**config.mk**
```make
export PLATFORM = sky130hd
export DESIGN_NAME = softmax_ctrl
export DESIGN_NICKNAME = d
export VERILOG_FILES = /design/src/rtl/softmax_ctrl_pkg.sv /design/src/rtl/softmax_phase_seq.sv /design/src/rtl/softmax_ctrl.sv
export SDC_FILE = /design/constraint.sdc
export NUM_CORES = 1
export LEC_CHECK = 0
export CORE_MARGIN = 2
export CORE_UTILIZATION = 50
export DETAILED_ROUTE_END_ITERATION = 10
export GPL_TIMING_DRIVEN = 0
export PLACE_DENSITY_LB_ADDON = 0.08
export SLEW_MARGIN = 20
export SYNTH_ARGS = -nofsm -noshare
export SYNTH_HDL_FRONTEND = slang
export SYNTH_SLANG_ARGS = --single-unit
```
**constraint.sdc**
```tcl
create_clock -name clk -period 3.65 [get_ports clk]
set_input_delay 0.73 -clock clk [delete_from_list [all_inputs] [get_ports clk]]
set_output_delay 0.73 -clock clk [all_outputs]
set_load 0.01 [all_outputs]
```
**src/rtl/softmax_ctrl_pkg.sv**
```systemverilog
// Shared types and constants for the softmax sequencer.
// Stage latencies are measured in cycles after a phase's read-valid.

package softmax_ctrl_pkg;

    // Lanes per memory word; the sequencer itself is lane-agnostic.
    localparam int NUM = 4;

    // Max pass: the max register loads one cycle after its read.
    localparam int MAX_LAT = 1;

    // First subtract pass: sub -> exp -> accumulate.
    localparam int SUB_LAT = 1;
    localparam int EXP_LAT = 2;
    localparam int ACC_LAT = 3;

    // Normalise pass: presub -> logsub -> out-exp -> valid output word.
    localparam int PRESUB_LAT = 1;
    localparam int LOGSUB_LAT = 2;
    localparam int OUTEXP_LAT = 3;
    localparam int OUT_LAT    = 4;

    typedef enum logic [2:0] {
        ST_IDLE  = 3'd0,
        ST_MAX   = 3'd1,
        ST_SUB   = 3'd2,
        ST_LOG   = 3'd3,
        ST_NORM  = 3'd4,
        ST_DRAIN = 3'd5,
        ST_DONE  = 3'd6
    } state_t;

    // A phase has fully drained when its read stream is idle and the given
    // pipeline stage is on its final strobe (stage active, previous stage idle).
    function automatic logic stage_last(input logic rd_valid,
                                        input logic stage_en,
                                        input logic prev_en);
        return !rd_valid && stage_en && !prev_en;
    endfunction

endpackage

```
**src/rtl/softmax_phase_seq.sv**
```systemverilog
// One read phase: an address counter that walks 0..N-1 after a go pulse,
// the matching read-valid, and a delay line that turns read-valid into the
// per-stage register enables of that phase's pipeline.

module softmax_phase_seq #(
    parameter int AW    = 8,
    parameter int DEPTH = 1
) (
    input  logic             clk,
    input  logic             reset,
    input  logic             clear_i,     // accepted start: counter back to 0
    input  logic             go_i,        // phase streams from next cycle
    input  logic [AW-1:0]    n_i,         // word count, nonzero when go_i fires
    output logic [AW-1:0]    addr_o,
    output logic             rd_valid_o,
    output logic [DEPTH-1:0] en_o         // en_o[i] = rd_valid delayed i+1
);

    logic             active_q, active_d;
    logic [AW-1:0]    cnt_q, cnt_d;
    logic [DEPTH-1:0] dly_q, dly_d;
    logic             last;

    // Counter stops on N-1 and holds it, so N up to 2^AW-1 never wraps.
    assign last = active_q && (cnt_q == (n_i - AW'(1)));

    // Address counter and read-valid next state.
    always_comb begin
        active_d = active_q;
        cnt_d    = cnt_q;
        if (clear_i) begin
            cnt_d    = '0;
            active_d = go_i;
        end else if (go_i) begin
            active_d = 1'b1;
        end else if (active_q) begin
            if (last) begin
                active_d = 1'b0;
            end else begin
                cnt_d = cnt_q + AW'(1);
            end
        end
    end

    // Enable delay line: each tap is one more register stage downstream.
    always_comb begin
        dly_d    = '0;
        dly_d[0] = active_q;
        for (int i = 1; i < DEPTH; i++) begin
            dly_d[i] = dly_q[i-1];
        end
    end

    // State registers with synchronous reset.
    always_ff @(posedge clk) begin
        if (reset) begin
            active_q <= 1'b0;
            cnt_q    <= '0;
            dly_q    <= '0;
        end else begin
            active_q <= active_d;
            cnt_q    <= cnt_d;
            dly_q    <= dly_d;
        end
    end

    assign addr_o     = cnt_q;
    assign rd_valid_o = active_q;
    assign en_o       = dly_q;

endmodule

```
**src/rtl/softmax_ctrl.sv**
```systemverilog
// Central sequencer for the 4-lane softmax datapath. One FSM steps through
// the max pass, the subtract/exp/accumulate pass, the single log load and
// the normalise pass; three phase sequencers generate the read addresses
// and the stage enables of each pass.
//
// state | meaning
// ------+----------------------------------------------------------------
// IDLE  | waiting for start; N latched on the accepting cycle
// MAX   | max-pass addresses streaming, then final max_en
// SUB   | first-subtract addresses streaming, sub/exp/acc pipeline tail
// LOG   | one-cycle log register load, kicks off the normalise stream
// NORM  | normalise-pass addresses streaming
// DRAIN | presub/logsub/outexp/out_valid tail after the stream ends
// DONE  | one-cycle done pulse; start ignored here

module softmax_ctrl
    import softmax_ctrl_pkg::*;
#(
    parameter int ADDRSIZE = 8
) (
    input  logic                clk,
    input  logic                reset,
    input  logic                start,
    input  logic [ADDRSIZE-1:0] addr_limit,
    output logic [ADDRSIZE-1:0] addr,
    output logic [ADDRSIZE-1:0] sub0_inp_addr,
    output logic [ADDRSIZE-1:0] sub1_inp_addr,
    output logic                clr,
    output logic                max_en,
    output logic                sub_en,
    output logic                exp_en,
    output logic                acc_en,
    output logic                log_en,
    output logic                presub_en,
    output logic                logsub_en,
    output logic                outexp_en,
    output logic                out_valid,
    output logic [ADDRSIZE-1:0] out_idx,
    output logic                busy,
    output logic                done
);

    state_t              state_q, state_d;
    logic [ADDRSIZE-1:0] n_q, n_d;
    logic                clr_q, clr_d;
    logic [ADDRSIZE-1:0] out_cnt_q, out_cnt_d;

    logic start_acc;
    logic go_max, go_sub, go_norm;
    logic max_rd, sub_rd, norm_rd;

    logic [MAX_LAT-1:0] max_v;
    logic [ACC_LAT-1:0] sub_v;
    logic [OUT_LAT-1:0] norm_v;

    // start is a level; it only counts while the FSM sits in IDLE.
    assign start_acc = (state_q == ST_IDLE) && start;
    // N is latched this same cycle, so the run length comes straight off the port.
    assign go_max    = start_acc && (addr_limit != '0);

    softmax_phase_seq #(.AW(ADDRSIZE), .DEPTH(MAX_LAT)) u_max (
        .clk        (clk),
        .reset      (reset),
        .clear_i    (start_acc),
        .go_i       (go_max),
        .n_i        (addr_limit),
        .addr_o     (addr),
        .rd_valid_o (max_rd),
        .en_o       (max_v)
    );

    // Counters of the later phases are cleared at start, so their go pulses
    // only need to raise read-valid.
    softmax_phase_seq #(.AW(ADDRSIZE), .DEPTH(ACC_LAT)) u_sub (
        .clk        (clk),
        .reset      (reset),
        .clear_i    (start_acc),
        .go_i       (go_sub),
        .n_i        (n_q),
        .addr_o     (sub0_inp_addr),
        .rd_valid_o (sub_rd),
        .en_o       (sub_v)
    );

    softmax_phase_seq #(.AW(ADDRSIZE), .DEPTH(OUT_LAT)) u_norm (
        .clk        (clk),
        .reset      (reset),
        .clear_i    (start_acc),
        .go_i       (go_norm),
        .n_i        (n_q),
        .addr_o     (sub1_inp_addr),
        .rd_valid_o (norm_rd),
        .en_o       (norm_v)
    );

    assign max_en    = max_v[MAX_LAT-1];
    assign sub_en    = sub_v[SUB_LAT-1];
    assign exp_en    = sub_v[EXP_LAT-1];
    assign acc_en    = sub_v[ACC_LAT-1];
    assign presub_en = norm_v[PRESUB_LAT-1];
    assign logsub_en = norm_v[LOGSUB_LAT-1];
    assign outexp_en = norm_v[OUTEXP_LAT-1];
    assign out_valid = norm_v[OUT_LAT-1];

    // Phase transitions wait for each pipeline tail so that enables of
    // consecutive phases never overlap.
    always_comb begin
        state_d = state_q;
        go_sub  = 1'b0;
        go_norm = 1'b0;
        log_en  = 1'b0;
        busy    = 1'b0;
        done    = 1'b0;
        unique case (state_q)
            ST_IDLE: begin
                if (start) begin
                    state_d = (addr_limit == '0) ? ST_DONE : ST_MAX;
                end
            end
            ST_MAX: begin
                busy = 1'b1;
                if (!max_rd && max_en) begin
                    go_sub  = 1'b1;
                    state_d = ST_SUB;
                end
            end
            ST_SUB: begin
                busy = 1'b1;
                if (stage_last(sub_rd, acc_en, exp_en)) begin
                    state_d = ST_LOG;
                end
            end
            ST_LOG: begin
                busy    = 1'b1;
                log_en  = 1'b1;
                go_norm = 1'b1;
                state_d = ST_NORM;
            end
            ST_NORM: begin
                busy = 1'b1;
                if (!norm_rd && presub_en) begin
                    state_d = ST_DRAIN;
                end
            end
            ST_DRAIN: begin
                busy = 1'b1;
                if (stage_last(norm_rd, out_valid, outexp_en)) begin
                    state_d = ST_DONE;
                end
            end
            ST_DONE: begin
                done    = 1'b1;
                state_d = ST_IDLE;
            end
            default: begin
                state_d = ST_IDLE;
            end
        endcase
    end

    // Run length latch, clear pulse and output word index.
    always_comb begin
        n_d       = n_q;
        clr_d     = go_max;
        out_cnt_d = out_cnt_q;
        if (start_acc) begin
            n_d       = addr_limit;
            out_cnt_d = '0;
        end else if (out_valid && (out_cnt_q != (n_q - ADDRSIZE'(1)))) begin
            out_cnt_d = out_cnt_q + ADDRSIZE'(1);
        end
    end

    // Control registers; reset aborts a run without a done pulse.
    always_ff @(posedge clk) begin
        if (reset) begin
            state_q   <= ST_IDLE;
            n_q       <= '0;
            clr_q     <= 1'b0;
            out_cnt_q <= '0;
        end else begin
            state_q   <= state_d;
            n_q       <= n_d;
            clr_q     <= clr_d;
            out_cnt_q <= out_cnt_d;
        end
    end

    assign clr     = clr_q;
    assign out_idx = out_valid ? out_cnt_q : '0;

endmodule

```
=== Word level (Yosys, flattened, before mapping) ===
Index checks and enable logic that the tools add are counted.

* Flip-flop bits (word level): 55
* Output and inout bits: 44

* Add/sub/neg operators: 6
* Equal/unequal tests: 15
* Muxes and demuxes: 25
* Bitwise logic cells: 6
* Reductions and logical operators: 26

{| class="wikitable"
|+ Operators with widths
! operator !! count
|-
| 8-bit by 1-bit adder with 8-bit output, second input constant || 4
|-
| 8-bit == test || 3
|-
| 3-bit two-way mux || 6
|-
| 3-bit case mux with 6 select lines || 1
|-
| 1-bit two-way mux || 17
|-
| 8-bit by 1-bit subtractor with 8-bit output, second input constant || 2
|-
| 1-bit logical AND || 12
|-
| 2-bit inequality test, second input constant || 5
|-
| 3-bit == test, second input constant || 3
|-
| 3-bit AND reduction || 3
|-
| 8-bit zero test || 1
|-
| 8-bit two-way mux || 1
|-
| 8-bit inequality test || 1
|-
| 8-bit nonzero test || 1
|-
| 3-bit by 2-bit == test with 1-bit output, second input constant || 2
|-
| 1-bit inverter || 6
|-
| 1-bit zero test || 5
|-
| 5-bit AND reduction || 1
|-
| 5-bit OR reduction || 1
|-
| 3-bit by 1-bit == test with 1-bit output, second input constant || 1
|-
| 3-bit zero test || 1
|-
| 2-bit OR reduction || 1
|}

=== Longest topological paths before layout ===
Gate-level depths: netlist (run 1).

* Word-level depth: 7
* Mapped depth: 11
* Mapped depth without buffers: 8

=== Cells and area by module ===
Synthesis (run 1) repeated with hierarchy kept, for this count alone.

* Cells, all modules: 448
* Area, all modules: 3714.8 µm²

{| class="wikitable"
|+ By module, submodules not included
! module !! instances !! cells each !! area an instance (µm²)
|-
| softmax_ctrl || 1 || 171 || 1287.5
|-
| softmax_phase_seq at u_sub || 1 || 99 || 870.8
|-
| softmax_phase_seq at u_norm || 1 || 90 || 820.8
|-
| softmax_phase_seq at u_max || 1 || 88 || 735.7
|}

=== Worst setup path before layout (run 1) ===
Ideal clock, no wire load.

* Path type: in2reg
* Start point: input port addr_limit[0]
* End point: register u_max.cnt_q[6], in the netlist u_max.addr_o[6]
* Library setup time: 132 ps
* Data arrival time: 2661 ps
* Data required time: 3518 ps
* Setup slack: 857 ps
* Stages: 7
* Buffers on the path: 1
* Cells stage by stage: or3_1 > or4_1 > a2111oi_0 > o211a_1 > clkbuf_1 > or3_1 > a21oi_1

* Word-level cells in the longest chain between the ends: 5
* Elaborated cells on any way between the ends: 8

{| class="wikitable"
|+ RTL lines
! element !! line !! source
|-
| from (decl) || softmax_ctrl.sv:24 || <nowiki>input logic [ADDRSIZE-1:0] addr_limit,</nowiki>
|-
| 8-bit by 1-bit subtractor with 8-bit output || softmax_phase_seq.sv:25 || <nowiki>assign last = active_q && (cnt_q == (n_i - AW'(1)));</nowiki>
|-
| 8-bit == test || softmax_phase_seq.sv:25 ||
|-
| 1-bit logical AND || softmax_phase_seq.sv:25 ||
|-
| 1-bit inverter (no source line) || n/a ||
|-
| 3-bit AND reduction (no source line) * || n/a ||
|-
| to (signal assigned) || softmax_phase_seq.sv:62 || <nowiki>cnt_q <= cnt_d;</nowiki>
|-
| to (decl) || softmax_phase_seq.sv:20 || <nowiki>logic [AW-1:0] cnt_q, cnt_d;</nowiki>
|}

Every way passes the cells marked *; elsewhere a longest branch is shown, timed or not.
A chain may end at the register's enable or synchronous reset.

=== Worst setup path after layout (run 1) ===
Same ends and word-level chain as after synthesis.

==> reports/metrics.csv, run 1 <==
metric;value;unit
Die Width;87.23;um
crit end category;flip-flop;
worst-path cell with the longest stage delay;clkdlybuf4s50_1;
Synthesized Nets;451;
most frequent cells in the layout;dfxtp_1 (55), nand2_1 (53), clkdlybuf4s50_1 (53);
first element of the critical path;addr_limit[0];
hold crit path type;flip-flop to flip-flop;
vias in the first global route;3218;
Seq cells post-synth;55;
Cells after Synth;431;
I/O pin total;55;
final worst path period need;3359;ps
CP Cell Sequence;clkdlybuf4s50_1 -> or3_1 -> or4_1 -> a2111oi_0 -> o211a_1 -> clkbuf_1 -> or3_1 -> a21oi_1;
Cell Area, Synth;3463;um^2
Area Overhead vs Synth;20.77;%
ys flop type;dfxtp_1;
Clock Skews;6.490;ps
Least-Margin Pin Slew;1012;ps
CP top delay family;simple AND/OR/NAND/NOR gates;
period utilization;92.03;%
setup repair bufs after CTS;0;
max_cap viols;0;
commonest non-fill, non-tap cell in the layout;dfxtp_1;
arrival time worst endpoint;3540;ps
DRC Markers;0;
Final Net Count;511;
largest net degree at the start of global routing;18;
initial antenna violation count;0;
Fin Setup TNS;0;ps
clk_lat worst skew;320;ps
required time of the critical path;3830;ps
Core ar.;6756;um^2
Clock Tree Buf Depth;2;
H-Tree Depth;2;
EDFF count, synth;0;
Die Footprint;7608;um^2
VDD IR-drop max;312.5;uV
Worst setup SP type;primary input;
1st-iter DRT viols;163;
CTS Buf Count;5;
initial core utilization;51.26;%
post-layout util;61.91;%
port buffer count;53;
routed length per instance;15.71;um
fraction of registers with async set/reset;0;%
status;finished, final reports clean;
first-pass GRT wire length;15010;um
CP bufs+invs;2;
GPL Wtd Cong;0.8679;
post-synthesis average cell area;8.036;um^2
slowest stage delay, CP;490;ps
post-detail-place hpwl;6466;um
Slew Limit Headroom;32.31;%
Vert. Die Dim;87.23;um
hold buffers post-CTS;0;
share of cells above drive strength 1;5.285;%
Finish-stage setup viols;0;
Root Driver;clkbuf_8;
Worst R2R Start;n_q[0];
Cell variety after synth;56;
Reg clk slew, reported paths;100;ps
Resized cells post-CTS;0;
ANT nets after route;0;
ANT cells;0;
cell repeated most along the worst path;or3_1;
Total GRT Usage;24.74;%
DR vias;3342;
total gr overflow;0;
Seq/Total Area, Yosys;31.79;%
vias per cell;5.843;
Final Hold Viols;0;
RSZ-0062 raised after global routing;no;
static leakage;1.487;nW
CTS Sinks;55;
Worst Path Class, Setup;primary input to flip-flop;
TritonCTS clock tree;done;
FP Rows;30;
maximum clock rate;297.7;MHz
Hold Path Origin;u_norm.en_o[1];
fin. max-slew vios;0;
drt total wl;8984;um
maximum fanout along the worst path;10;
Detailed Routing Iterations Pass 1;4;
power per cell area;439.1;nW/um^2
synth warn;0;
[where the power goes]
part / switching [W] / internal, W
Combinational: 0.000464 / 0.000317
Sequential: 0.0000544 / 0.000645
Clock: 0.000218 / 0.000139
[per-layer routing]
layer / wire, um / global-route usage (%) / share of wire (%) / vias up
met5: 0 / 0 / 0 / -
met4: 87 / 7.133 / 0.97 / 0
met2: 4251 / 41.64 / 47 / 87
met3: 581 / 3.507 / 6.5 / 9
met1: 4064 / 33.02 / 45 / 1580
li1: - / - / - / 1666
[cell families after synthesis]
family | Yosys count | share of synthesized area [%]
AO/OA/AOI/OAI | 100 | 18.79
XOR/XNOR | 42 | 10.62
flip-flops | 55 | 31.79
AND/OR/NAND/NOR | 175 | 27.42
buffers and inverters | 41 | 5.491
adder cells (fa/ha/maj) | 9 | 3.252
multiplexers | 9 | 2.637
[area by class of cell]
cell class                 count  area [um^2]
buffer                        28        141.4
clock buffer                   6        72.57
clock inverter                 2        16.27
fill                         636         2574
inverter                      13        48.80
multi-input combinational    335         2172
sequential                    55         1101
tap                           80        100.1
timing repair buffer          53        530.5
[state kept, by name (all words and copies together), names as in the netlist, 3 cells and up]
register       cells
n_q                8
out_cnt_q          8
u_norm.en_o        4
state_q            3
u_sub.en_o         3
u_sub.addr_o       8
u_max.addr_o       8
u_norm.addr_o      8
[final timing paths]
| path | to | slack, ps | depth (start not counted) |
|---|---|---|---|
| worst max-delay path | u_max.addr_o[6] | 290 | 8 |
| worst min-delay path | u_norm.en_o[2] | 480 | 1 |
| worst max register to register | u_sub.addr_o[4] | 510 | 11 |
| worst min register to register | u_norm.en_o[2] | 480 | 1 |
[Yosys cell counts, drive strengths merged (2+ instances only)]
cell type | count | area [um^2]
a311o | 2 | 20.02
xor2 | 12 | 105.1
ha | 9 | 112.6
a31oi | 2 | 12.51
a211oi | 3 | 22.52
a31o | 2 | 17.52
o21ai | 18 | 90.09
dfxtp | 55 | 1101
a21oi | 41 | 205.2
a2111oi | 2 | 17.52
a21boi | 2 | 15.02
and3 | 12 | 75.07
nand4 | 9 | 56.30
o31ai | 8 | 60.06
buf | 10 | 73.81
or3 | 18 | 112.6
nor2b | 9 | 56.30
and4 | 3 | 26.28
nand2b | 4 | 25.02
o211ai | 6 | 45.04
nor3b | 3 | 22.52
clkbuf | 18 | 67.56
inv | 13 | 48.80
a2111o | 2 | 22.52
nor3 | 3 | 15.01
nand2 | 53 | 198.9
and2 | 11 | 68.82
xnor2 | 30 | 262.8
nor4 | 5 | 46.29
mux2i | 8 | 80.08
nand3 | 14 | 70.07
or4 | 10 | 78.82
nor2 | 17 | 63.81
[through the flow]
step | worst slack (ps) | cells | hold WS (ps) | power (W) | instance area, um^2
after floorplan | 856.8 | 431 | 463.0 | 0.001268 | 3463
after global placement | 15.87 | 564 | 448.7 | 0.001469 | 4094
after detailed placement | 8.829 | 564 | 457.0 | 0.001477 | 4094
after CTS | 355.0 | 572 | 479.2 | 0.001832 | 4183
after global routing | 140.8 | 572 | 497.7 | 0.001948 | 4183
final | 290.9 | 572 | 477.3 | 0.001837 | 4183
Note: power is estimated with default switching activity, not from simulation.
==> run 2, diff against run 1 <==
Clock period 3.65 ns to 3.74 ns, I/O delays scaled along.
==> results of run 2 <==
The final DEF is identical to that of run 1. Status: finished, final reports clean.
Main changes from that run: setup slack after placement 8.829 ps -> 80.83 ps; setup slack after layout 290.9 ps -> 362.9 ps; register-to-register setup slack 510 ps -> 600 ps; total power 0.001837 W -> 0.001792 W; worst IR drop on VDD 312.5 uV -> 305.0 uV
==> run 3, diff against run 2 <==
Settings changed: HOLD_SLACK_MARGIN set to 0.15.
==> results of run 3 <==
The final DEF is identical to that of run 1. Status: finished, final reports clean.
Main changes from that run: setup slack after placement 8.829 ps -> 80.83 ps; setup slack after layout 290.9 ps -> 362.9 ps; register-to-register setup slack 510 ps -> 600 ps; total power 0.001837 W -> 0.001792 W; worst IR drop on VDD 312.5 uV -> 305.0 uV
